`config.mk`:
```
export PLATFORM = sky130hd
export DESIGN_NAME = regfile_wb_arbiter_flat
export DESIGN_NICKNAME = d
export VERILOG_FILES = /design/src/rtl/regfile_wb_arbiter_if.sv /design/src/rtl/regfile_wb_arbiter.sv /design/src/flat_wrapper.sv
export SDC_FILE = /design/constraint.sdc
export NUM_CORES = 1
export LEC_CHECK = 0
export ABC_AREA = 1
export CORE_UTILIZATION = 41
export DETAILED_ROUTE_END_ITERATION = 10
export GPL_TIMING_DRIVEN = 0
export PLACE_DENSITY = 0.88
export SLEW_MARGIN = 0
export SYNTH_ARGS = -nofsm -noshare
export SYNTH_HDL_FRONTEND = slang
export SYNTH_SLANG_ARGS = --single-unit
```
`constraint.sdc`:
```
create_clock -name clk -period 3.83 [get_ports clk]
set_clock_uncertainty 0.2 [all_clocks]
set_input_delay 1.149 -clock clk [delete_from_list [all_inputs] [get_ports clk]]
set_output_delay 1.149 -clock clk [all_outputs]
set_load 0.005 [all_outputs]
```
`src/rtl/regfile_wb_arbiter_if.sv`:
```
// Bundles the two write-back requesters and the register-file write port.
// Define WB_BYPASS_EN to add the read-bypass address and data signals.
interface regfile_wb_arbiter_if;
  // valid/ready: a transfer happens on a cycle where valid & ready are both high.
  // reg/data stay stable from the rise of valid until that transfer.
  logic        a_valid;
  logic        a_ready;
  logic [4:0]  a_reg;
  logic [31:0] a_data;
  logic        b_valid;
  logic        b_ready;
  logic [4:0]  b_reg;
  logic [31:0] b_data;
  logic [4:0]  WriteReg;
  logic [31:0] WD;
  logic        RorW;
  logic        starving;
`ifdef WB_BYPASS_EN
  logic [4:0]  A1;
  logic [4:0]  A2;
  logic [31:0] RD1_in;
  logic [31:0] RD2_in;
  logic [31:0] RD1_out;
  logic [31:0] RD2_out;

  modport master (
    output a_valid, a_reg, a_data, b_valid, b_reg, b_data, A1, A2, RD1_in, RD2_in,
    input  a_ready, b_ready, WriteReg, WD, RorW, starving, RD1_out, RD2_out
  );
  modport slave (
    input  a_valid, a_reg, a_data, b_valid, b_reg, b_data, A1, A2, RD1_in, RD2_in,
    output a_ready, b_ready, WriteReg, WD, RorW, starving, RD1_out, RD2_out
  );
`else
  modport master (
    output a_valid, a_reg, a_data, b_valid, b_reg, b_data,
    input  a_ready, b_ready, WriteReg, WD, RorW, starving
  );
  modport slave (
    input  a_valid, a_reg, a_data, b_valid, b_reg, b_data,
    output a_ready, b_ready, WriteReg, WD, RorW, starving
  );
`endif
endinterface

```
`src/rtl/regfile_wb_arbiter.sv`:
```
// Shares the register file's single write port between an ALU (A) and a multi-cycle unit (B).
// A has priority, with a starvation guard for B. Optional macro WB_BYPASS_EN adds the read bypass.
module regfile_wb_arbiter #(
  parameter int MAX_WAIT = 3,
  parameter int CNT_W    = 4
) (
  input logic                clk,
  input logic                reset,
  regfile_wb_arbiter_if.slave wb
);
  localparam logic [0:0]       S_NORMAL = 1'b0;
  localparam logic [0:0]       S_STARVE = 1'b1;
  localparam logic [CNT_W-1:0] C_MAX    = CNT_W'(MAX_WAIT);

  logic [0:0]       r_state;
  logic [0:0]       w_state_nxt;
  logic [CNT_W-1:0] r_cnt;
  logic [CNT_W-1:0] w_cnt_nxt;
  logic [CNT_W-1:0] w_cnt_inc;
  logic             w_a_real;
  logic             w_b_real;
  logic             w_grant_a;
  logic             w_grant_b;
  logic             r_rorw;
  logic [4:0]       r_wreg;
  logic [31:0]      r_wd;

  // Writes to $0 are acknowledged immediately but never compete for the port.
  assign w_a_real  = wb.a_valid && (wb.a_reg != 5'd0);
  assign w_b_real  = wb.b_valid && (wb.b_reg != 5'd0);
  assign w_grant_a = w_a_real && (!w_b_real || (r_state == S_NORMAL));
  assign w_grant_b = w_b_real && (!w_a_real || (r_state == S_STARVE));

  assign wb.a_ready = !reset && wb.a_valid && ((wb.a_reg == 5'd0) || w_grant_a);
  assign wb.b_ready = !reset && wb.b_valid && ((wb.b_reg == 5'd0) || w_grant_b);

  assign w_cnt_inc = (r_cnt == C_MAX) ? r_cnt : r_cnt + 1'b1;

  always_comb begin
    w_cnt_nxt   = r_cnt;
    w_state_nxt = r_state;
    if (w_grant_b) begin
      w_cnt_nxt   = '0;
      w_state_nxt = S_NORMAL;
    end else if (w_b_real) begin
      w_cnt_nxt = w_cnt_inc;
      if ((r_state == S_NORMAL) && (w_cnt_inc == C_MAX)) begin
        w_state_nxt = S_STARVE;
      end
    end
  end

  always_ff @(posedge clk or posedge reset) begin
    if (reset) begin
      r_state <= S_NORMAL;
      r_cnt   <= '0;
      r_rorw  <= 1'b0;
      r_wreg  <= 5'd0;
      r_wd    <= 32'd0;
    end else begin
      r_state <= w_state_nxt;
      r_cnt   <= w_cnt_nxt;
      r_rorw  <= w_grant_a || w_grant_b;
      // Address/data hold when idle so the port only toggles on real writes.
      if (w_grant_a) begin
        r_wreg <= wb.a_reg;
        r_wd   <= wb.a_data;
      end else if (w_grant_b) begin
        r_wreg <= wb.b_reg;
        r_wd   <= wb.b_data;
      end
    end
  end

  assign wb.RorW     = r_rorw;
  assign wb.WriteReg = r_wreg;
  assign wb.WD       = r_wd;
  assign wb.starving = (r_state == S_STARVE);

`ifdef WB_BYPASS_EN
  // Forward the write being committed this cycle over the stale file contents.
  assign wb.RD1_out = ((wb.A1 != 5'd0) && r_rorw && (r_wreg == wb.A1)) ? r_wd : wb.RD1_in;
  assign wb.RD2_out = ((wb.A2 != 5'd0) && r_rorw && (r_wreg == wb.A2)) ? r_wd : wb.RD2_in;
`endif
endmodule

```
`src/flat_wrapper.sv`:
```
// flat-port wrapper written by rule: the top's interface ports become plain ports
module regfile_wb_arbiter_flat 
#(
  parameter int MAX_WAIT = 3,
  parameter int CNT_W    = 4
)
  (clk, reset, wb_a_valid, wb_a_reg, wb_a_data, wb_b_valid, wb_b_reg, wb_b_data, wb_a_ready, wb_b_ready, wb_WriteReg, wb_WD, wb_RorW, wb_starving);
  regfile_wb_arbiter_if wb_i ();
  input logic clk;
  input logic reset;
  input wire logic [$bits(wb_i.a_valid)-1:0] wb_a_valid;
  input wire logic [$bits(wb_i.a_reg)-1:0] wb_a_reg;
  input wire logic [$bits(wb_i.a_data)-1:0] wb_a_data;
  input wire logic [$bits(wb_i.b_valid)-1:0] wb_b_valid;
  input wire logic [$bits(wb_i.b_reg)-1:0] wb_b_reg;
  input wire logic [$bits(wb_i.b_data)-1:0] wb_b_data;
  output wire logic [$bits(wb_i.a_ready)-1:0] wb_a_ready;
  output wire logic [$bits(wb_i.b_ready)-1:0] wb_b_ready;
  output wire logic [$bits(wb_i.WriteReg)-1:0] wb_WriteReg;
  output wire logic [$bits(wb_i.WD)-1:0] wb_WD;
  output wire logic [$bits(wb_i.RorW)-1:0] wb_RorW;
  output wire logic [$bits(wb_i.starving)-1:0] wb_starving;
  assign wb_i.a_valid = wb_a_valid;
  assign wb_i.a_reg = wb_a_reg;
  assign wb_i.a_data = wb_a_data;
  assign wb_i.b_valid = wb_b_valid;
  assign wb_i.b_reg = wb_b_reg;
  assign wb_i.b_data = wb_b_data;
  assign wb_a_ready = wb_i.a_ready;
  assign wb_b_ready = wb_i.b_ready;
  assign wb_WriteReg = wb_i.WriteReg;
  assign wb_WD = wb_i.WD;
  assign wb_RorW = wb_i.RorW;
  assign wb_starving = wb_i.starving;
  regfile_wb_arbiter #(.MAX_WAIT(MAX_WAIT), .CNT_W(CNT_W)) u_core (.clk(clk), .reset(reset), .wb(wb_i));
endmodule
```
==> parameters.txt, run 1 <==
Parameter                              Value

Run status
  Result of the run ... complete, no violations

Layout
  Final core utilization ... 67.6%
  Area grow syn2layout ... 59.0%
  Number of standard cells in the final layout excluding fillers ... 581
  Proportion of layout cells with a drive suffix above 1 ... 10.9%
  Total Nets Final ... ~580
  ANT cells ... 0

Placement
  Post-detail-place hpwl ... 5430 um
  Placed Instances ... 570
  Number of port buffers ... 117
  Global placement routability congestion ... 0.826

Timing
  Number of endpoints failing setup at the final stage ... 0
  Clock period minus worst slack ... 3.75 ns
  Max Fclk ... roughly 270 MHz
  Ratio of final minimum period to clock period ... 97.9%
  RSZ-0062 raised after global routing ... false
  Number of hold violations in the final report ... 0
  Final hold slack ... 0.311 ns
  Relative slew slack ... 70.9%
  Transition at the pin with the smallest max-transition slack ... roughly 0.44 ns
  Max-slew violation total from the final report ... 0

Logic synthesis
  Synthesized area per cell ... 6.72 um^2
  Share of the synthesized area in compound gates (AO/OA/AOI/OAI) ... less than 1%
  Post-synth top area cell ... dfrtp_1
  Post-synth design cell area ... 0.00253 mm^2
  Ys Warns ... 0
  Post-Synthesis Net Count ... 456
  Share of synthesized cell area in full adder, half adder and majority cells ... less than 1%
  Cell types occupying the most area after synthesis ... dfrtp_1 (42%), nand2_1 (29%), nand3_1 (8.9%), inv_1 (6.4%), nand2_2 (3.0%)
  Dominant combinational cell family by area after synthesis ... simple AND/OR/NAND/NOR gates
  Number of instances in the synthesized netlist ... 377
  Top cell type's share of synthesized area ... 42.5%
  Mux share of post-synthesis cell area ... 0%
  Synthesized-area fraction occupied by and/or/nand/nor cells ... 43.5%
  Post-Synth XOR/XNOR Area ... 0.346%
  Fraction of the yosys area taken by sequential cells ... between 40% and 50%
  Post-synthesis cell type count ... 21
  Total of flip-flops plus latches after synthesis ... 43

Floorplan
  Row count ... 28
  Die outline width ... 80.6 um
  Starting density of the core ... between 40% and 50%
  Ports placed on the boundary ... around 120
  Total core area ... a little under 0.006 mm^2
  Die outline height ... 80.6 um
  Die footprint ... 0.00649 mm^2

Clock tree
  CTS Buffer Depth ... 2
  Post-CTS Hold Fix Bufs ... 0
  TritonCTS sink count ... 43
  H-tree depth ... 2
  Clock Root Buffer ... clkbuf_8
  Clock buffer count from CTS ... 5
  Clock network latency to the later pin of the worst-skew pair ... 0.29 ns
  Clock-pin transition on the worst setup and hold timing paths ... about 0.080 ns
  TritonCTS clock tree ... built

Critical path
  Largest fanout of any net on the critical path ... 11
  Startpoint-to-endpoint class of the critical path ... in -> out
  CP startpoint kind ... input pin
  Required time at the worst-slack endpoint ... between 2 and 2.5 ns
  Data arrival time of the worst path ... 2.40 ns
  Critical Path End Type ... primary output

Global route
  Maximum number of pins on one net before global-route repair ... 28
  Total gr overflow ... 0
  Wire length of the first global-routing pass ... 12000 um
  GRT Overall Usage ... 23.9%
  Antenna violations before repair ... 0
  Vias in the first global route ... 2723

Drt
  Overall routed net length ... ~7300 um
  Drt initial violations ... 45
  Antenna Nets Post-Route ... 0
  Routed via count ... 2771
  Pre-antenna DRT Iters ... 5
  Via/cell ratio ... 4.77
  DR DRC count ... 0
  Detailed-route wire length per cell ... roughly 13 um

Worst hold path
  Classification of the worst-slack hold path ... reg -> reg

Pwr
  Pwr Density ... 336 mW/mm^2
  Total chip power ... 1350 uW
  Worst IR Drop VDD ... roughly 0.21 mV
  Pleak ... 0.00217 uW

Run
  Max Cap Viol ... 0
[cell families after synthesis]
| logic type | after synthesis |
|---|---|
| buffers and inverters | 65 |
| flip-flops | 43 |
| AO/OA/AOI/OAI | 4 |
| adder cells (fa/ha/maj) | 1 |
| XOR/XNOR | 1 |
| AND/OR/NAND/NOR | 263 |
[layer usage]
layer / vias to the layer above / track usage [%] / wire [um]
met5: - / 0 / 0
met4: 0 / 6.61 / 78
met3: 9 / 6.25 / 517
met2: 107 / 42.6 / 3550
met1: 1268 / 27.8 / 3130
li1: 1387 / - / -
[where the power goes]
part | switching [uW] | internal [uW]
Sequential | 50.1 | 524
Clock | 153 | 128
Combinational | 223 | 277
Total | 426 | 929
[placed cells by master, fill, tap and decap left out, types with 2 or more instances in the layout]
cell and instances:
nor2_2 4, buf_2 10, clkbuf_1 4, nor2_1 3
clkbuf_8 5, buf_4 8, nand2_4 2, nand2_2 10
nand2_8 2, nand3_1 42, inv_6 2, nand4_1 3
nand2_1 193, dlymetal6s2s_1 4, dfrtp_1 43, clkdlybuf4s50_1 110
buf_12 2, nand3_4 4, inv_1 42, buf_6 3
[final timing paths]
check	cells after the start	startpoint	end	slack [ns]
setup / recovery	7	wb_b_reg[3]	wb_a_ready	0.08
hold / removal	2	u_core.wb.WriteReg[4]$_DFFE_PP0P_	u_core.wb.WriteReg[4]$_DFFE_PP0P_	0.31
setup reg to reg	8	u_core.wb.starving$_DFFE_PP0P_	u_core.wb.WD[24]$_DFFE_PP0P_	2.21
hold reg to reg	2	u_core.wb.WriteReg[4]$_DFFE_PP0P_	u_core.wb.WriteReg[4]$_DFFE_PP0P_	0.31
max in group asynchronous	3	reset	u_core.wb.WriteReg[4]$_DFFE_PP0P_	2.14
min in group asynchronous	3	reset	u_core.wb.WD[18]$_DFFE_PP0P_	1.02
[synthesized netlist by cell type]
cell / number
nand3_2: 1
nand2_1: 193
buf_4: 3
o21bai_1: 1
nand4_1: 3
xor2_1: 1
a21oi_1: 2
buf_12: 1
inv_1: 43
buf_2: 11
nand2_2: 12
inv_4: 1
buf_6: 3
ha_1: 1
nand2_4: 2
nand3_1: 45
dfrtp_1: 43
clkbuf_1: 2
nor2_1: 7
o21ai_0: 1
inv_2: 1
[worst max-delay path, stage by stage]
cell	delay, ns
clkdlybuf4s50_1	0.45
nor2_2	0.15
nand3_4	0.13
nand3_4	0.10
nand2_8	0.09
a21oi_2	0.12
clkdlybuf4s15_1	0.21
[metrics by stage]
step / worst slack, ns / setup TNS, ns / area, um^2
2_1_floorplan: 0.133 / 0 / 2530
3_3_place_gp: -1.19 / -2.35 / 3800
3_5_place_dp: -0.536 / -1.04 / 3820
4_1_cts: -0.0164 / -0.0164 / 3980
5_1_grt: 0.0175 / 0 / 4030
6_report: 0.0787 / 0 / 4030
[flip-flops by register name (all words and copies together), names as in the netlist]
name and flops:
u_core.wb.WD 32, u_core.wb.WriteReg 5, u_core.r_cnt 4, u_core.wb.RorW 1, u_core.wb.starving 1
[what timing repair did]
action,4_1_cts,5_1_grt
resized for setup,19,12
pin swaps,6,6
setup buffers,5,0
cloned,0,0
setup endpoints to repair,2,2
[area by class of cell]
| class | count | area, um^2 |
|---|---|---|
| Inverter | 45 | 181 |
| Tap cell | 75 | 93.8 |
| Clock inverter | 1 | 5.00 |
| Multi-Input combinational cell | 269 | 1230 |
| Timing Repair Buffer | 123 | 1230 |
| Buffer | 18 | 129 |
| Clock buffer | 7 | 76.3 |
| Sequential cell | 43 | 1080 |
| Fill cell | 531 | 1930 |
Power figures use the tool's default switching activity.
==> inputs of run 2 (changes only) <==
- CORE_MARGIN: unset -> 2
==> run 2 against run 1 <==
Against the previous run:
- clock-buffer cell count is the same
- register-to-register slack got worse by 0.03 ns
- maximum frequency shrank 0.45%
- sequential cell count is the same
- combinational power up 2%
- via count decreased by 1.2%
- clock power is 2% lower
==> parameters.txt, run 2 (synthesis gave the netlist of run 1 again) <==
Parameter                              Value

Critical path
  Data arrival time of the worst path ... 2.42 ns (+0.02 ns)
  Critical Path End Type ... primary output
  Worst path cell trace ... clkdlybuf4s50_1 > nand3_4 > nand2_8 > a21oi_1 > dlygate4sd2_1
  CP startpoint kind ... input pin
  Startpoint-to-endpoint class of the critical path ... in -> out
  Category of cells accounting for the largest share of critical-path delay ... buffers and inverters
  Slowest Stage Delay on Critical Path ... 0.70 ns (+0.25 ns)
  Largest fanout of any net on the critical path ... 4 (-7)
  Slowest CP cell ... clkdlybuf4s50_1
  Required time at the worst-slack endpoint ... 2.48 ns (about the same)
  Worst setup path startpoint ... wb_b_valid
  Worst r2r src ... u_core.wb.starving$_DFFE_PP0P_
  Register-to-register setup slack ... 2.18 ns (-0.03 ns)
  CP bufs+invs ... 2 (unchanged)

Drt
  Wire length on met2 ... 3490 um (-1.8%)
  Pre-antenna DRT Iters ... 4 (-1)
  Top Metal Used ... met4
  Antenna Nets Post-Route ... 0 (unchanged)
  DR DRC count ... 0 (unchanged)
  Detailed-route wire length per cell ... 12.6 um (+0.70%)
  Overall routed net length ... 7390 um (+1.6%)
  Met1 Routed Length ... 3240 um (+3.5%)
  Routed via count ... 2737 (-1.2%)
  Drt initial violations ... 111 (+150%)
  Routed wire length on met3 ... 559 um (+8.1%)
  Via/cell ratio ... 4.67 (-2.1%)

Placement
  Standard cell area after detailed placement ... 0.00382 mm^2 (+0.20%)
  Post-detail-place hpwl ... 5480 um (+0.90%)
  Placement-stage worst setup slack ... -0.535 ns (+0.000892 ns)
  Number of port buffers ... 117 (unchanged)
  Global placement routability congestion ... 0.760 (-8.0%)
  Placed Instances ... 570 (unchanged)

Global route
  Antenna violations before repair ... 0 (unchanged)
  Maximum number of pins on one net before global-route repair ... 25 (-11%)
  Wire length of the first global-routing pass ... 11500 um (-3.5%)
  Total gr overflow ... 0 (unchanged)
  Vias in the first global route ... 2613 (-4.0%)
  GRT Overall Usage ... 22.4% (-1.5 points)

Clock tree
  Clock buffer count from CTS ... 5 (unchanged)
  TritonCTS sink count ... 43 (unchanged)
  Clock Root Buffer ... clkbuf_8
  H-tree depth ... 2 (unchanged)
  TritonCTS clock tree ... built
  Clock network latency to the later pin of the worst-skew pair ... 0.29 ns (about the same)
  Clock-pin transition on the worst setup and hold timing paths ... 0.08 ns (about the same)
  CTS Buffer Depth ... 2 (unchanged)

Timing
  Max Fclk ... 265 MHz (-0.45%)
  Transition at the pin with the smallest max-transition slack ... 0.468 ns (+0.0318 ns)
  Ratio of final minimum period to clock period ... 98.4% (+0.44 points)
  Number of hold violations in the final report ... 0 (unchanged)
  Relative slew slack ... 68.8% (-2.1 points)
  Slack of the critical path ... 0.0619 ns (-0.0168 ns)
  Number of endpoints failing setup at the final stage ... 0 (unchanged)
  Clock period minus worst slack ... 3.77 ns (+0.0168 ns)
  Max-slew violation total from the final report ... 0 (unchanged)
  Final TNS setup ... 0 ns (unchanged)

Layout
  Flip-flop count of the largest register after layout ... 32 (unchanged)
  Number of standard cells in the final layout excluding fillers ... 586 (+0.86%)
  Total Nets Final ... 589 (+0.86%)
  Area grow syn2layout ... 61.1%
  Commonest cells after routing, fill and taps aside ... nand2_1 (193), clkdlybuf4s50_1 (108), dfrtp_1 (43), nand3_1 (42), inv_1 (41)
  Proportion of layout cells with a drive suffix above 1 ... 11.9% (+1.1 points)
  ANT cells ... 0 (unchanged)
  Final core utilization ... 68.5% (+0.88 points)
  Most common cell after layout, fill and taps aside ... nand2_1
  Area of all placed cells without fillers ... 0.00408 mm^2 (+1.3%)

Run status
  Result of the run ... complete, no violations

Pwr
  Pleak ... 0.00222 uW (+2.3%)
  Worst IR Drop VDD ... 0.180 mV (-15%)
  Pwr Density ... 333 mW/mm^2 (-1.2%)

Floorplan
  Starting density of the core ... 42.5% (unchanged)
  Die footprint ... 0.00682 mm^2 (+5.0%)
  Total core area ... 0.00596 mm^2 (unchanged)
  Ports placed on the boundary ... 119 (unchanged)
  Die outline height ... 82.6 um (+2.5%)
  Die outline width ... 82.6 um (+2.5%)
  Row count ... 28 (unchanged)

Run
  Max Cap Viol ... 0 (unchanged)

Worst hold path
  Launch instance of the worst min-delay path ... u_core.wb.WD[28]$_DFFE_PP0P_
  Classification of the worst-slack hold path ... reg -> reg
## run 2: path summary, 6_finish.rpt
path / endpoint / cells after the start
max: wb_a_ready / 5
min: u_core.wb.WD[28]$_DFFE_PP0P_ / 2
max reg2reg: u_core.wb.WD[19]$_DFFE_PP0P_ / 8
min reg2reg: u_core.wb.WD[28]$_DFFE_PP0P_ / 2
max in group asynchronous: u_core.wb.WD[2]$_DFFE_PP0P_ / 3
min in group asynchronous: u_core.wb.WD[26]$_DFFE_PP0P_ / 2
## run 2: routing by layer
metal | up-vias | GRT usage (%)
met4 | 0 | 6.56
met1 | 1228 | 27.2
met2 | 99 | 39.3
met5 | - | 0
li1 | 1399 | -
met3 | 11 | 5.22
## run 2: stage by stage
step / total power (uW) / hold WS [ns]
final: 1360 / 0.312
after global routing: 1450 / 0.337
after CTS: 1360 / 0.317
after detailed placement: 1070 / 0.294
after global placement: 1050 / 0.292
after floorplan: 792 / 0.294
## run 2: layout make-up
cell class / instances / area [um^2]
multi-input combinational: 269 / 1230
buffer: 18 / 129
sequential: 43 / 1080
tap: 75 / 93.8
timing repair buffer: 127 / 1270
inverter: 45 / 193
clock inverter: 1 / 5.00
fill: 499 / 1880
clock buffer: 7 / 76.3
timing repair inverter: 1 / 6.26
## run 2: where the power goes
group / switching, uW / internal [uW] / total (uW)
clock network: 146 / 128 / 274
logic: 227 / 282 / 509
registers: 49.1 / 524 / 573
total: 422 / 934 / 1360
## run 2: worst min-delay path, cell delays in order (launching register included)
cell     delay [ns]
dfrtp_1        0.35
nand3_1        0.07
nand2_1        0.06
## run 2: repair_timing
item	4_1_cts	5_1_grt
setup buffers	5	4
pin swaps	3	8
cloned	1	0
hold buffers	0	0
resized for setup	22	13
setup endpoints to repair	2	2
==> inputs of run 3 (changes only) <==
--- a/config.mk
+++ b/config.mk
@@ -8,8 +8,10 @@
 export ABC_AREA = 1
 export CORE_MARGIN = 2
-export CORE_UTILIZATION = 41
+export CORE_UTILIZATION = 43
+export CTS_BUF_LIST = sky130_fd_sc_hd__clkbuf_4 sky130_fd_sc_hd__clkbuf_8
 export DETAILED_ROUTE_END_ITERATION = 10
 export GPL_TIMING_DRIVEN = 0
-export PLACE_DENSITY = 0.88
+export PLACE_DENSITY = 0.91
+export SKIP_LAST_GASP = 1
 export SLEW_MARGIN = 0
 export SYNTH_ARGS = -nofsm -noshare
==> constraint.sdc (replaced) <==
create_clock -name clk -period 3.83 [get_ports clk]
set_clock_uncertainty 0.2 [all_clocks]
set_input_delay 0.383 -clock clk [delete_from_list [all_inputs] [get_ports clk]]
set_output_delay 0.383 -clock clk [all_outputs]
set_load 0.005 [all_outputs]
==> run 3 against run 2 <==
Against the previous run:
- clock-buffer cell count is the same
- largest power group unchanged
- setup slack gained 0.89 ns
- total power shrank 0.43%
- highest routed layer unchanged
- worst hold slack lost 0.012 ns
- register-to-register slack gained 0.14 ns
==> parameters.txt, run 3 (synthesis gave the netlist of run 1 again) <==
Parameter                              Value

Run status
  Result of the run ... complete, no violations

Pwr
  Internal power summed over all cells ... 935 uW (about the same)
  Share of power burned in the clock network ... 21.8% (+1.6 points)
  Part of the power in combinational logic ... 35.8% (-1.7 points)
  Power spent charging and discharging nets ... 415 uW (-1.6%)
  Pleak ... 0.00210 uW (-5.3%)
  Switching share of power ... 30.8% (-0.35 points)
  Pwr Density ... 348 mW/mm^2 (+4.6%)
  Worst IR Drop VDD ... 0.189 mV (+5.1%)
  Sequential fraction of design power ... 42.4% (+0.2 points)

Clock tree
  TritonCTS sink count ... 43 (unchanged)
  H-tree depth ... 2 (unchanged)
  Resize count post-CTS ... 0 (-100%)
  Clock-pin transition on the worst setup and hold timing paths ... 0.08 ns (about the same)
  TritonCTS clock tree ... built
  CTS Buffer Depth ... 2 (unchanged)
  Number of setup buffers added after CTS ... 0 (-5)
  Clock Root Buffer ... clkbuf_8
  Post-CTS Hold Fix Bufs ... 0 (unchanged)
  Clock network latency to the later pin of the worst-skew pair ... 0.29 ns (about the same)
  Clock buffer count from CTS ... 5 (unchanged)

Critical path
  Worst path cell trace ... clkdlybuf4s50_1 > inv_2 > nand2_1 > a21oi_1 > clkdlybuf4s50_1
  CP bufs+invs ... 3 (+1)
  Register-to-register setup slack ... 2.32 ns (+0.14 ns)
  Critical Path End Type ... primary output
  Worst r2r src ... u_core.wb.starving$_DFFE_PP0P_
  Slowest Stage Delay on Critical Path ... 0.67 ns (-0.03 ns)
  Slowest CP cell ... inv_2
  Category of cells accounting for the largest share of critical-path delay ... buffers and inverters
  Worst setup path startpoint ... reset
  Worst flop-to-flop path endpoint ... u_core.wb.WD[17]$_DFFE_PP0P_
  Required time at the worst-slack endpoint ... 3.25 ns (+0.77 ns)
  Worst reg2reg path depth ... 8 (unchanged)
  Data arrival time of the worst path ... 2.29 ns (-0.13 ns)
  CP startpoint kind ... input pin
  Largest fanout of any net on the critical path ... 45 (+41)
  Top cell by count, worst path ... clkdlybuf4s50_1
  Startpoint-to-endpoint class of the critical path ... in -> out

Timing
  RSZ-0062 raised after global routing ... false
  Slack of the critical path ... 0.957 ns (+0.895 ns)
  Ratio of final minimum period to clock period ... 75.0% (-23 points)
  Max Fclk ... 348 MHz (+31%)
  Relative slew slack ... 38.3% (-31 points)
  Number of hold violations in the final report ... 0 (unchanged)
  Transition at the pin with the smallest max-transition slack ... 0.924 ns (+0.456 ns)
  Number of endpoints failing setup at the final stage ... 0 (unchanged)
  Max-slew violation total from the final report ... 0 (unchanged)
  Final TNS setup ... 0 ns (unchanged)
  Clock period minus worst slack ... 2.87 ns (-0.895 ns)
  Final hold slack ... 0.300 ns (-0.0122 ns)

Global route
  GRT Overall Usage ... 22.6% (+0.24 points)
  Maximum number of pins on one net before global-route repair ... 46 (+84%)
  Total gr overflow ... 0 (unchanged)
  Antenna violations before repair ... 0 (unchanged)
  Vias in the first global route ... 2636 (+0.88%)
  Wire length of the first global-routing pass ... 11500 um (about the same)

Layout
  Total Nets Final ... 580 (-1.5%)
  ANT cells ... 0 (unchanged)
  Most common cell after layout, fill and taps aside ... nand2_1
  Proportion of layout cells with a drive suffix above 1 ... 8.76% (-3.2 points)
  Commonest cells after routing, fill and taps aside ... nand2_1 (193), clkdlybuf4s50_1 (117), nand3_1 (45), dfrtp_1 (43), inv_1 (42)
  Area of all placed cells without fillers ... 0.00388 mm^2 (-4.8%)
  Flip-flop count of the largest register after layout ... 32 (unchanged)
  Area grow syn2layout ... 53.3%
  Number of standard cells in the final layout excluding fillers ... 574 (-2.0%)
  Filler Cell Count ... 467 (-6.4%)

Floorplan
  Die footprint ... 0.00652 mm^2 (-4.4%)
  Die outline width ... 80.7 um (-2.2%)
  Die outline height ... 80.7 um (-2.2%)
  Ports placed on the boundary ... 119 (unchanged)
  Total core area ... 0.00561 mm^2 (-5.8%)
  Starting density of the core ... 45.2% (+2.6 points)
  Row count ... 27 (-3.6%)

Drt
  DR DRC count ... 0 (unchanged)
  Drt initial violations ... 85 (-23%)
  Routed via count ... 2760 (+0.84%)
  Via/cell ratio ... 4.81 (+2.9%)
  Pre-antenna DRT Iters ... 4 (unchanged)
  Overall routed net length ... 7240 um (-2.0%)
  Antenna Nets Post-Route ... 0 (unchanged)
  Detailed-route wire length per cell ... 12.6 um (about the same)

Worst hold path
  Classification of the worst-slack hold path ... in -> reg
  Worst hold endpoint ... u_core.wb.WriteReg[3]$_DFFE_PP0P_
  Launch instance of the worst min-delay path ... wb_a_valid
  Hold-critical path depth ... 5 (+3)

Placement
  Standard cell area after detailed placement ... 0.00379 mm^2 (-0.82%)
  Post-detail-place hpwl ... 5510 um (+0.55%)
  Placed Instances ... 566 (-0.70%)
  Global placement routability congestion ... 0.845 (+11%)
  Number of port buffers ... 117 (unchanged)
  Placement-stage worst setup slack ... 0.899 ns (+1.43 ns)

Run
  Max Cap Viol ... 0 (unchanged)
run 3: final cells by class:
class	count	area, um^2	share of cell area (%)
buffer	20	139	3.58
inverter	45	171	4.42
timing repair buffer	117	1170	30.2
multi-input combinational	269	1150	29.5
sequential	43	1080	27.7
clock buffer	7	83.8	2.16
tap	72	90.1	2.32
clock inverter	1	5.00	0.129
run 3: worst max-delay path by stage:
stage / to / slack (ns) / cells after the start
floorplan: wb_a_ready / 1.66 / 3
global placement: wb_b_ready / 0.38 / 5
detailed placement: wb_b_ready / 0.90 / 5
CTS: wb_b_ready / 0.88 / 5
global route: wb_b_ready / 0.68 / 5
finish: wb_b_ready / 0.96 / 5
run 3: metrics by stage:
stage | power (uW) | util [%]
global placement | 1040 | 67.6
floorplan | 792 | -
global route | 1440 | 69.2
detailed placement | 1060 | 67.6
CTS | 1360 | 69.2
finish | 1350 | 69.2
run 3: layer usage:
metal,global-route usage (%),wire [um],vias up
met2,41.3,3570,100
met5,0,0,-
met1,26.5,3070,1269
li1,-,-,1383
met4,5.93,85,0
met3,5.44,510,8
run 3: power groups by stage:
stage	combinational [uW]	sequential (uW)	clock (uW)
floorplan	214	578	0
global placement	468	576	0
detailed placement	485	578	0
CTS	487	571	300
global route	535	580	325
finish	484	573	294
run 3: tightest hold or removal path, cell delays in order:
cell and delay [ns]:
buf_2 0.15, nand2_1 0.08, nand2_1 0.05, nand2_1 0.05
nand2_1 0.04
